## config.mk

```make
export PLATFORM = sky130hd
export DESIGN_NAME = exp_adjust_pipe
export DESIGN_NICKNAME = d
export VERILOG_FILES = /design/src/rtl/exp_adjust_pipe_pkg.sv /design/src/rtl/exp_adjust_pipe_classify.sv /design/src/rtl/exp_adjust_pipe.sv
export SDC_FILE = /design/constraint.sdc
export NUM_CORES = 1
export LEC_CHECK = 0
export BUFFER_PORTS_ARGS = -buffer_cell sky130_fd_sc_hd__buf_2
export CORE_AREA = 2 2 70 72
export CTS_CLUSTER_SIZE = 25
export DETAILED_ROUTE_END_ITERATION = 12
export DIE_AREA = 0 0 72 74
export HOLD_SLACK_MARGIN = 0.03
export MAX_ROUTING_LAYER = met4
export PLACE_DENSITY_LB_ADDON = 0.05
export SKIP_LAST_GASP = 1
export SLEW_MARGIN = 20
export SYNTH_ARGS = -nofsm -noshare
export SYNTH_HDL_FRONTEND = slang
export SYNTH_SLANG_ARGS = --single-unit
```

## constraint.sdc

```tcl
create_clock -name clk -period 2.3 [get_ports clk]
set_clock_uncertainty 0.2 [all_clocks]
set_input_delay 0.115 -clock clk [delete_from_list [all_inputs] [get_ports clk]]
set_output_delay 0.115 -clock clk [all_outputs]
set_load 0.02 [all_outputs]
```

## src/rtl/exp_adjust_pipe_pkg.sv

```systemverilog
// exp_adjust_pipe_pkg: shared float exponent constants, mode encodings and flag-vector layout
package exp_adjust_pipe_pkg;
  localparam logic MODE_MUL = 1'b0;
  localparam logic MODE_DIV = 1'b1;
  localparam int BF16_EXP_W = 8;
  localparam int BF16_BIAS = 127;
  localparam int BF16_EMAX = 254;
  localparam int FP16_EXP_W = 5;
  localparam int FP16_BIAS = 15;
  localparam int FP16_EMAX = 30;
  localparam int FLAG_W = 5;
  localparam int F_ZERO = 0;
  localparam int F_INF = 1;
  localparam int F_OVF = 2;
  localparam int F_UNF = 3;
  localparam int F_INV = 4;
  typedef struct packed {
    logic a_zero;
    logic a_inf;
    logic b_zero;
    logic b_inf;
  } op_class_t;
endpackage

```

## src/rtl/exp_adjust_pipe_classify.sv

```systemverilog
// exp_classify: special-operand classification and saturation of a signed raw exponent
module exp_classify
  import exp_adjust_pipe_pkg::*;
#(
  parameter int EXP_W = BF16_EXP_W,
  parameter int EMAX = 2**EXP_W-2
) (
  input  logic signed [EXP_W+1:0] raw,
  input  logic                    mode,
  input  op_class_t               cls,
  output logic [EXP_W-1:0]        res_exp,
  output logic [FLAG_W-1:0]       flags
);
  localparam logic signed [EXP_W+1:0] EMAX_S = (EXP_W+2)'(EMAX);
  logic div, inv, zero, inf;
  assign div = mode == MODE_DIV;
  assign inv = div ? (cls.a_zero & cls.b_zero) | (cls.a_inf & cls.b_inf)
                   : (cls.a_zero & cls.b_inf) | (cls.a_inf & cls.b_zero);
  assign zero = div ? cls.a_zero & !cls.b_zero : cls.a_zero | cls.b_zero;
  assign inf = div ? cls.a_inf | cls.b_zero : cls.a_inf | cls.b_inf;
  always_comb begin
    flags = '0;
    res_exp = raw[EXP_W-1:0];
    if (inv) begin
      res_exp = '1;
      flags[F_INV] = 1'b1;
      flags[F_INF] = 1'b1;
    end else if (zero) begin
      res_exp = '0;
      flags[F_ZERO] = 1'b1;
    end else if (inf) begin
      res_exp = '1;
      flags[F_INF] = 1'b1;
    end else if (raw > EMAX_S) begin
      res_exp = EMAX_S[EXP_W-1:0];
      flags[F_OVF] = 1'b1;
    end else if (raw[EXP_W+1] || raw == '0) begin
      res_exp = EXP_W'(1);
      flags[F_UNF] = 1'b1;
    end
  end
endmodule

```

## src/rtl/exp_adjust_pipe.sv

```systemverilog
// exp_adjust_pipe: two-stage mul/div exponent combine with classification, handshake and sticky status
module exp_adjust_pipe
  import exp_adjust_pipe_pkg::*;
#(
  parameter int EXP_W = BF16_EXP_W,
  parameter int BIAS = 2**(EXP_W-1)-1,
  parameter int EMAX = 2**EXP_W-2
) (
  input  logic             clk,
  input  logic             rst_n,
  input  logic             clr,
  input  logic             in_valid,
  output logic             in_ready,
  input  logic             mode,
  input  logic             norm_inc,
  input  logic [EXP_W-1:0] exp_a,
  input  logic [EXP_W-1:0] exp_b,
  output logic             out_valid,
  input  logic             out_ready,
  output logic [EXP_W-1:0] res_exp,
  output logic             res_zero,
  output logic             res_inf,
  output logic             res_ovf,
  output logic             res_unf,
  output logic             res_inv,
  output logic             ovf_status,
  output logic             unf_status
);
  localparam logic signed [EXP_W+1:0] BIAS_S = (EXP_W+2)'(BIAS);
  logic s1_valid, s1_mode, s1_adv, in_hs, out_hs;
  logic signed [EXP_W+1:0] a_x, b_x, inc_x, raw_d, s1_raw;
  op_class_t cls_d, s1_cls;
  logic [EXP_W-1:0] c_exp;
  logic [FLAG_W-1:0] c_flags, s2_flags;
  assign s1_adv = s1_valid & (!out_valid | out_ready);
  assign in_ready = !s1_valid | s1_adv;
  assign in_hs = in_valid & in_ready;
  assign out_hs = out_valid & out_ready;
  assign a_x = {2'b00, exp_a};
  assign b_x = {2'b00, exp_b};
  assign inc_x = {{(EXP_W+1){1'b0}}, norm_inc};
  assign raw_d = mode == MODE_DIV ? a_x - b_x + BIAS_S + inc_x : a_x + b_x - BIAS_S + inc_x;
  assign cls_d = '{a_zero: exp_a == '0, a_inf: &exp_a, b_zero: exp_b == '0, b_inf: &exp_b};
  always_ff @(posedge clk or negedge rst_n) begin
    if (!rst_n) begin
      s1_valid <= 1'b0;
      s1_mode <= 1'b0;
      s1_raw <= '0;
      s1_cls <= '0;
    end else begin
      if (in_ready) s1_valid <= in_valid;
      if (in_hs) begin
        s1_mode <= mode;
        s1_raw <= raw_d;
        s1_cls <= cls_d;
      end
    end
  end
  exp_classify #(.EXP_W(EXP_W), .EMAX(EMAX)) u_classify (
    .raw(s1_raw),
    .mode(s1_mode),
    .cls(s1_cls),
    .res_exp(c_exp),
    .flags(c_flags)
  );
  always_ff @(posedge clk or negedge rst_n) begin
    if (!rst_n) begin
      out_valid <= 1'b0;
      res_exp <= '0;
      s2_flags <= '0;
    end else begin
      if (!out_valid || out_ready) out_valid <= s1_valid;
      if (s1_adv) begin
        res_exp <= c_exp;
        s2_flags <= c_flags;
      end
    end
  end
  assign res_zero = s2_flags[F_ZERO];
  assign res_inf = s2_flags[F_INF];
  assign res_ovf = s2_flags[F_OVF];
  assign res_unf = s2_flags[F_UNF];
  assign res_inv = s2_flags[F_INV];
  // A setting handshake takes precedence over a coincident clear
  always_ff @(posedge clk or negedge rst_n) begin
    if (!rst_n) begin
      ovf_status <= 1'b0;
      unf_status <= 1'b0;
    end else begin
      ovf_status <= (out_hs && res_ovf) ? 1'b1 : clr ? 1'b0 : ovf_status;
      unf_status <= (out_hs && res_unf) ? 1'b1 : clr ? 1'b0 : unf_status;
    end
  end
endmodule

```

---- Word level (Yosys, flattened, before mapping) ----
Cells that the tools add are included.
Widths: inputs -> output; s select.
operators by class
  shifts and indexed selects .............. 0
  eq/ne operators ......................... 0
  $add $sub $neg .......................... 6
  $lt $le $gt $ge ......................... 1
  muxes and demuxes ....................... 23
  div/mod/pow operators ................... 0
  multiply operators ...................... 0
  reductions and logical operators ........ 14
  bitwise operators ....................... 15
operators with widths
  kind                  count
  $mux 8                5
  $add 10x2->10         2
  $logic_not 8->1       2
  $reduce_and 8->1      2
  $mux 1                14
  $add 9x8->10 const B  1
  $gt 10x9->1 const B   1
  $logic_not 10->1      1
  $mux 10               1
  $sub 9x7->10 const B  1
  $add 8x8->9           1
  $sub 8x8->9           1
  $and 1x1->1           8
  $or 1x1->1            7
  $mux 2                2
  $reduce_bool 2->1     2
  $logic_not 1->1       3
  $mux 3                1
  $logic_and 1x1->1     2
  $logic_or 1x1->1      2
word-level totals
  latch bits .............................. 0
  memories kept ........................... 0
  flip-flop bits (word level) ............. 32
  logic and storage cells ................. 71
  input port bits ......................... 23
  bits in read-only memories .............. 0
  memory bits (writable) .................. 0
  output and inout bits ................... 17

---- Longest topological paths before layout ----
  word-level depth ........................ 7
  depth in mapped cells ................... 12
  depth with buffers taken out ............ 12

---- Hierarchy ----
Synthesis repeated with hierarchy kept, for this count alone.
unflattened totals
  cells, all modules ...................... 291
  area total of the unflattened synthesis .. 2661.3 um2
by module, submodules not included
  module           cells an instance  instances  area each (um2)  sequential area each (um2)
  exp_adjust_pipe  251                1          2374.8           800.8
  exp_classify     40                 1          286.5            0.0

---- Least setup slack after synthesis ----
No wires, ideal clock.
  path kind ............................... input-to-reg
  start ................................... in exp_a[0]
  end ..................................... reg s1_raw[8]
  setup slack ............................. -0.337 ns
  required time ........................... 1.963 ns
  cell stages on the path ................. 11
  setup time .............................. 0.137 ns
  data arrival time ....................... 2.300 ns
  buffers on the path ..................... 0
  path through ............................ inv_1 -> ha_1 -> inv_1 -> fa_1 -> a211o_1 -> a211o_1 -> a221oi_2 -> a21oi_2 -> a211o_2 -> a21oi_1 -> o41ai_2
on the way
  cells in the longest elaborated chain, start to end .. 4
  elaborated cells between the ends (all ways) .. 7
  classes of those cells .................. 6 x add/sub; 1 x mux
ends and longest elaborated chain
  item                                          line                   source
  start: declaration                            exp_adjust_pipe.sv:16  input logic [EXP_W-1:0] exp_a,
  $add 8x8->9 or $sub 8x8->9 (tied branches)    exp_adjust_pipe.sv:42  assign raw_d = mode == MODE_DIV ? a_x - b_x + BIAS_S + inc_x : a_x + b_x - BIAS_S + inc_x;
  $sub 9x7->10 or $add 9x8->10 (tied branches)  exp_adjust_pipe.sv:42
  $add 10x2->10                                 exp_adjust_pipe.sv:42
  $mux 10 *                                     exp_adjust_pipe.sv:42
  end signal: assignment                        exp_adjust_pipe.sv:54  s1_raw <= raw_d;
  end: declaration                              exp_adjust_pipe.sv:31  logic signed [EXP_W+1:0] a_x, b_x, inc_x, raw_d, s1_raw;
Mark *: on every way between the ends. The rest lies on a longest branch, timed or not.
A chain may end at the register's enable or synchronous reset.

---- Final worst setup path ----
Ends and elaborated chain as after synthesis.

==> results summary <==
Summing the sequential cell areas from Yosys gives a little under a third of the chip area. The top cell types in the final layout, fill and taps aside, are 53 x sky130_fd_sc_hd__buf_4, 37 x sky130_fd_sc_hd__buf_2, 32 x sky130_fd_sc_hd__inv_1, 32 x sky130_fd_sc_hd__dfrtp_1, 29 x sky130_fd_sc_hd__nand2_1. Among all stages on the critical path, the largest delay is contributed by sky130_fd_sc_hd__or3_1.

The final critical-path required period came out at 2.39 ns. The layout filler cell count is 368. For this run, the number of Yosys warnings is 0. The slew at the pin with the worst max-slew slack is a little under 0.7 ns. The path class of the lowest-slack min-delay path is primary input to register. The data arrival time of the critical path is approximately 2.4 ns. Yosys mapped a number of flops with a built-in enable equal to 0.

The maximum clock frequency is 418 MHz. The cell count after synthesis came out at 294. The count of unresolved DRC violations after routing came out at 0. In this run the remaining antenna-violating nets after routing total 0. The height of the die came out at between 70 and 80 µm. The layout cell share with drive strength beyond 1 is 31.8%. The boundary pin count came out at 40. The design internal power is between 0.001 and 0.0015 W.

The remaining global-route overflow came out at 0. The standard-cell row count is 25. The placer congestion estimate came out at a little over 0.8.

The met2 layer usage reported by global route is approximately 50%. The element type at the critical path end is a register. The required time at the endpoint of the critical path came out at 2.26 ns.

The logic gate share of total power is a little under half. The number of standard cells in the final layout excluding fillers is around 450. The critical path's largest stage delay is approximately 0.35 ns. The total routing resource utilization after global routing is ~28%. The via count of the first global-routing pass came to approximately 2500.

The checks that failed: setup timing. Summed over all cells, the static leakage comes to between 1.5 and 2 nW. The flow ran to the end, but the final reports show violations. The first global-routing pass estimated between 10 and 15 mm of wire. The total clock buffers created by CTS came out at 5.

The CTS clock-pin slew for the worst setup and hold paths is roughly 0.060 ns. The final setup violation count came out at 3. The final number of hold-violating endpoints is 0. The die footprint is about 5300 µm². In the post-route analysis, the smallest setup slack over all paths is -0.0936 ns. The analysis attributes to net switching a power of 0.000803 W. The setup TNS came out at -0.192 ns. The cell total after placement came out at around 430.

The via density per instance came out at 5.54. The initial utilization of the core area, before any placement, comes to a little under three fifths. The met3 track utilization from global routing came out at approximately 3.3%. The signed area change from the synthesized netlist to the final layout is 38.6%. The net count of the mapped netlist came out at ~350. The post-synthesis register bit count is 32. Detailed placement ended at an HPWL of just over 5 mm. The cell sitting at the root of the clock tree is a sky130_fd_sc_hd__clkbuf_8.

Of all flip-flops after synthesis, the portion carrying an async set or reset was 100%. The unique cell type count in the Yosys netlist came out at a little under 50. The kind of cell adding the most delay to the critical path is compound AO/OA/AOI/OAI gates. The chip width came out at a little over 70 µm. The number of buffers and inverters on the critical path is 3.

Across the VDD grid, the largest voltage drop is approximately 320 µV. Cells fill 76.8% of the core in the end. Port buffering added 39 buffers. The area of combinational cells with multiple inputs is 1700 µm². The H-tree generated during clock tree synthesis spans 2 levels.

The start-to-end type of the worst setup path is primary input to register. The cell area after synthesis is approximately 2500 µm². For this run, the post-layout net count is 449. The total power per unit cell area came out at around 620 nW/µm².

The floorplan step defined a core boundary enclosing around 4600 µm². The initial DRC count is ~110. The routed wire length per instance came out at around 14 µm. In this run, flip-flops and latches consume a little over a third of the power.

Entering global routing, the biggest net connects 33 pins. STA classifies the critical path startpoint as a primary input. The relative contribution of the clock network to total power came out at around a fifth. Net switching is 36.6% of the power. The number of sinks on the clock net came out at 32. TritonCTS built the clock tree. The total count of max-transition violations in the final report came out at 0. The most used flip-flop cell after synthesis is sky130_fd_sc_hd__dfrtp_1. The first TritonRoute pass finished after 6 iterations. The reported max-cap violation count is 0. In the final layout, flip-flops and latches occupy about 800 µm².

In the finished design, the share of the clock period the worst path needs comes to 104%. Setup repair after global routing could not meet its margin everywhere. Each instance of the synthesized netlist takes up on average 8.66 µm². The maximum fanout encountered on the critical timing path came out at 2.

The library cell used most frequently in the layout, excluding fill and tap cells, is sky130_fd_sc_hd__buf_4. The initial antenna violation count came out at 0. Global routing consumed, on the met1 layer, around 28% of the routing resources. The worst pin sits at a relative slew slack of 53.7%. The antenna diode instance count came out at 0.

Traced cell by cell, the critical path runs through buf_12, inv_12, ha_4, inv_2, fa_2, a211o_1, a211o_1, and2_1, or3_1, a211o_2, a21oi_2, o41ai_2. The clock reaches the later pin of the worst-skew pair after about 0.28 ns. The worst hold slack is about 0.049 ns. The clock passes through at most 2 buffers. The final wirelength came out at around 6.5 mm. The peak-usage layer in the global routing report is met2. The detailed router placed ~2500 vias in this run. The most numerous cell on the critical path is sky130_fd_sc_hd__a211o_1.
## cells in the mapped netlist (all sizes together), types with 3 or more instances
| master | number | share of area [%] |
|---|---|---|
| a21oi | 15 | 3.1 |
| ha | 26 | 13 |
| o21ai | 26 | 5.1 |
| a21o | 3 | 0.88 |
| a211oi | 4 | 1.2 |
| nand4 | 7 | 1.7 |
| inv | 37 | 5.5 |
| nor2b | 3 | 0.74 |
| xnor2 | 10 | 3.4 |
| mux2i | 3 | 1.2 |
| or3 | 3 | 0.93 |
| nor3 | 7 | 1.4 |
| nand2b | 5 | 1.2 |
| a211o | 5 | 1.8 |
| nand2 | 31 | 4.6 |
| nand3 | 6 | 1.2 |
| nor4 | 6 | 1.5 |
| nand3b | 5 | 1.5 |
| o41ai | 3 | 1.9 |
| a221o | 8 | 3.1 |
| nor2 | 12 | 1.8 |
| clkbuf | 5 | 0.74 |
| dfrtp | 32 | 31 |
| xor2 | 4 | 1.4 |
| o31ai | 3 | 1.1 |
| and2 | 3 | 0.93 |
## cell families (layout without fill, tap and decap cells)
| logic type | count (synthesis) | count (layout) | share of synthesized area [%] |
|---|---|---|---|
| mux | 3 | 3 | 1.18 |
| compound gates | 84 | 84 | 23.9 |
| buf+inv | 43 | 148 | 6.34 |
| xor+xnor | 14 | 14 | 4.82 |
| fa+ha+maj | 28 | 28 | 14.3 |
| flops | 32 | 32 | 31.4 |
| simple gates | 90 | 90 | 17.9 |
## stage by stage
stage / setup slack [ns] / cell area (µm²) / total power, W
floorplan: -0.195 / 2610 / 0.00134
global placement: -0.392 / 3220 / 0.00168
detailed placement: -0.447 / 3220 / 0.00170
CTS: -0.0387 / 3460 / 0.00217
global route: -0.153 / 3530 / 0.00235
finish: -0.0936 / 3530 / 0.00220
## power groups by stage
stage / registers, W / logic, W / clock network [W]
2_1_floorplan: 0.000849 / 0.000494 / 0
3_3_place_gp: 0.000773 / 0.000902 / 0
3_5_place_dp: 0.000779 / 0.000924 / 0
4_1_cts: 0.000769 / 0.000958 / 0.000447
5_1_grt: 0.000785 / 0.00110 / 0.000467
6_report: 0.000765 / 0.000993 / 0.000439
## worst register-to-register path, cell delays in order, from the launching register on
cell                       delay, ns
sky130_fd_sc_hd__dfrtp_1        0.42
sky130_fd_sc_hd__nor2b_1        0.16
sky130_fd_sc_hd__a211oi_1       0.20
sky130_fd_sc_hd__buf_4          0.17
sky130_fd_sc_hd__nor2b_1        0.32
sky130_fd_sc_hd__o21ai_0        0.17
sky130_fd_sc_hd__a221o_1        0.34
## registers in the layout (all words and copies together), names as in the netlist
register,count
s1_raw,10
res_exp,8
s2_flags,5
s1_cls,4
out_valid,1
ovf_status,1
s1_mode,1
s1_valid,1
unf_status,1
## routing by layer
metal | wire [µm] | part of all wire [%] | vias to the layer above
li1 | - | - | 1264
met1 | 2560 | 39 | 1152
met2 | 3450 | 53 | 66
met3 | 190 | 2.9 | 26
met4 | 339 | 5.2 | 0
met5 | 0 | 0 | -
## what timing repair did
action / in CTS / in global routing
gates cloned: 0 / 0
resized for setup: 5 / 16
pin swaps: 2 / 13
endpoints found under the setup margin: 4 / 5
hold endpoints to repair: 40 / 0
hold buffers: 11 / 0
setup buffers: 2 / 1
## final timing paths
check,from,endpoint,slack [ns],depth (start not counted)
worst max-delay path,exp_a[0],s1_raw[8],-0.09,12
worst min-delay path,exp_b[3],s1_cls[0],0.05,4
worst max register to register,s1_cls[0],res_exp[6],0.21,6
worst min register to register,s2_flags[1],s2_flags[1],0.27,2
max in group asynchronous,rst_n,s2_flags[1],1.25,2
min in group asynchronous,rst_n,s2_flags[3],0.21,2
## area by class of cell
| class | count | area share, % |
|---|---|---|
| clock buffer | 8 | 2.55 |
| timing repair buffer | 103 | 20.5 |
| tap | 54 | 1.91 |
| sequential | 32 | 22.7 |
| multi-input combinational | 219 | 48.0 |
| inverter | 37 | 4.29 |
Note: power is estimated with default switching activity, not from simulation.
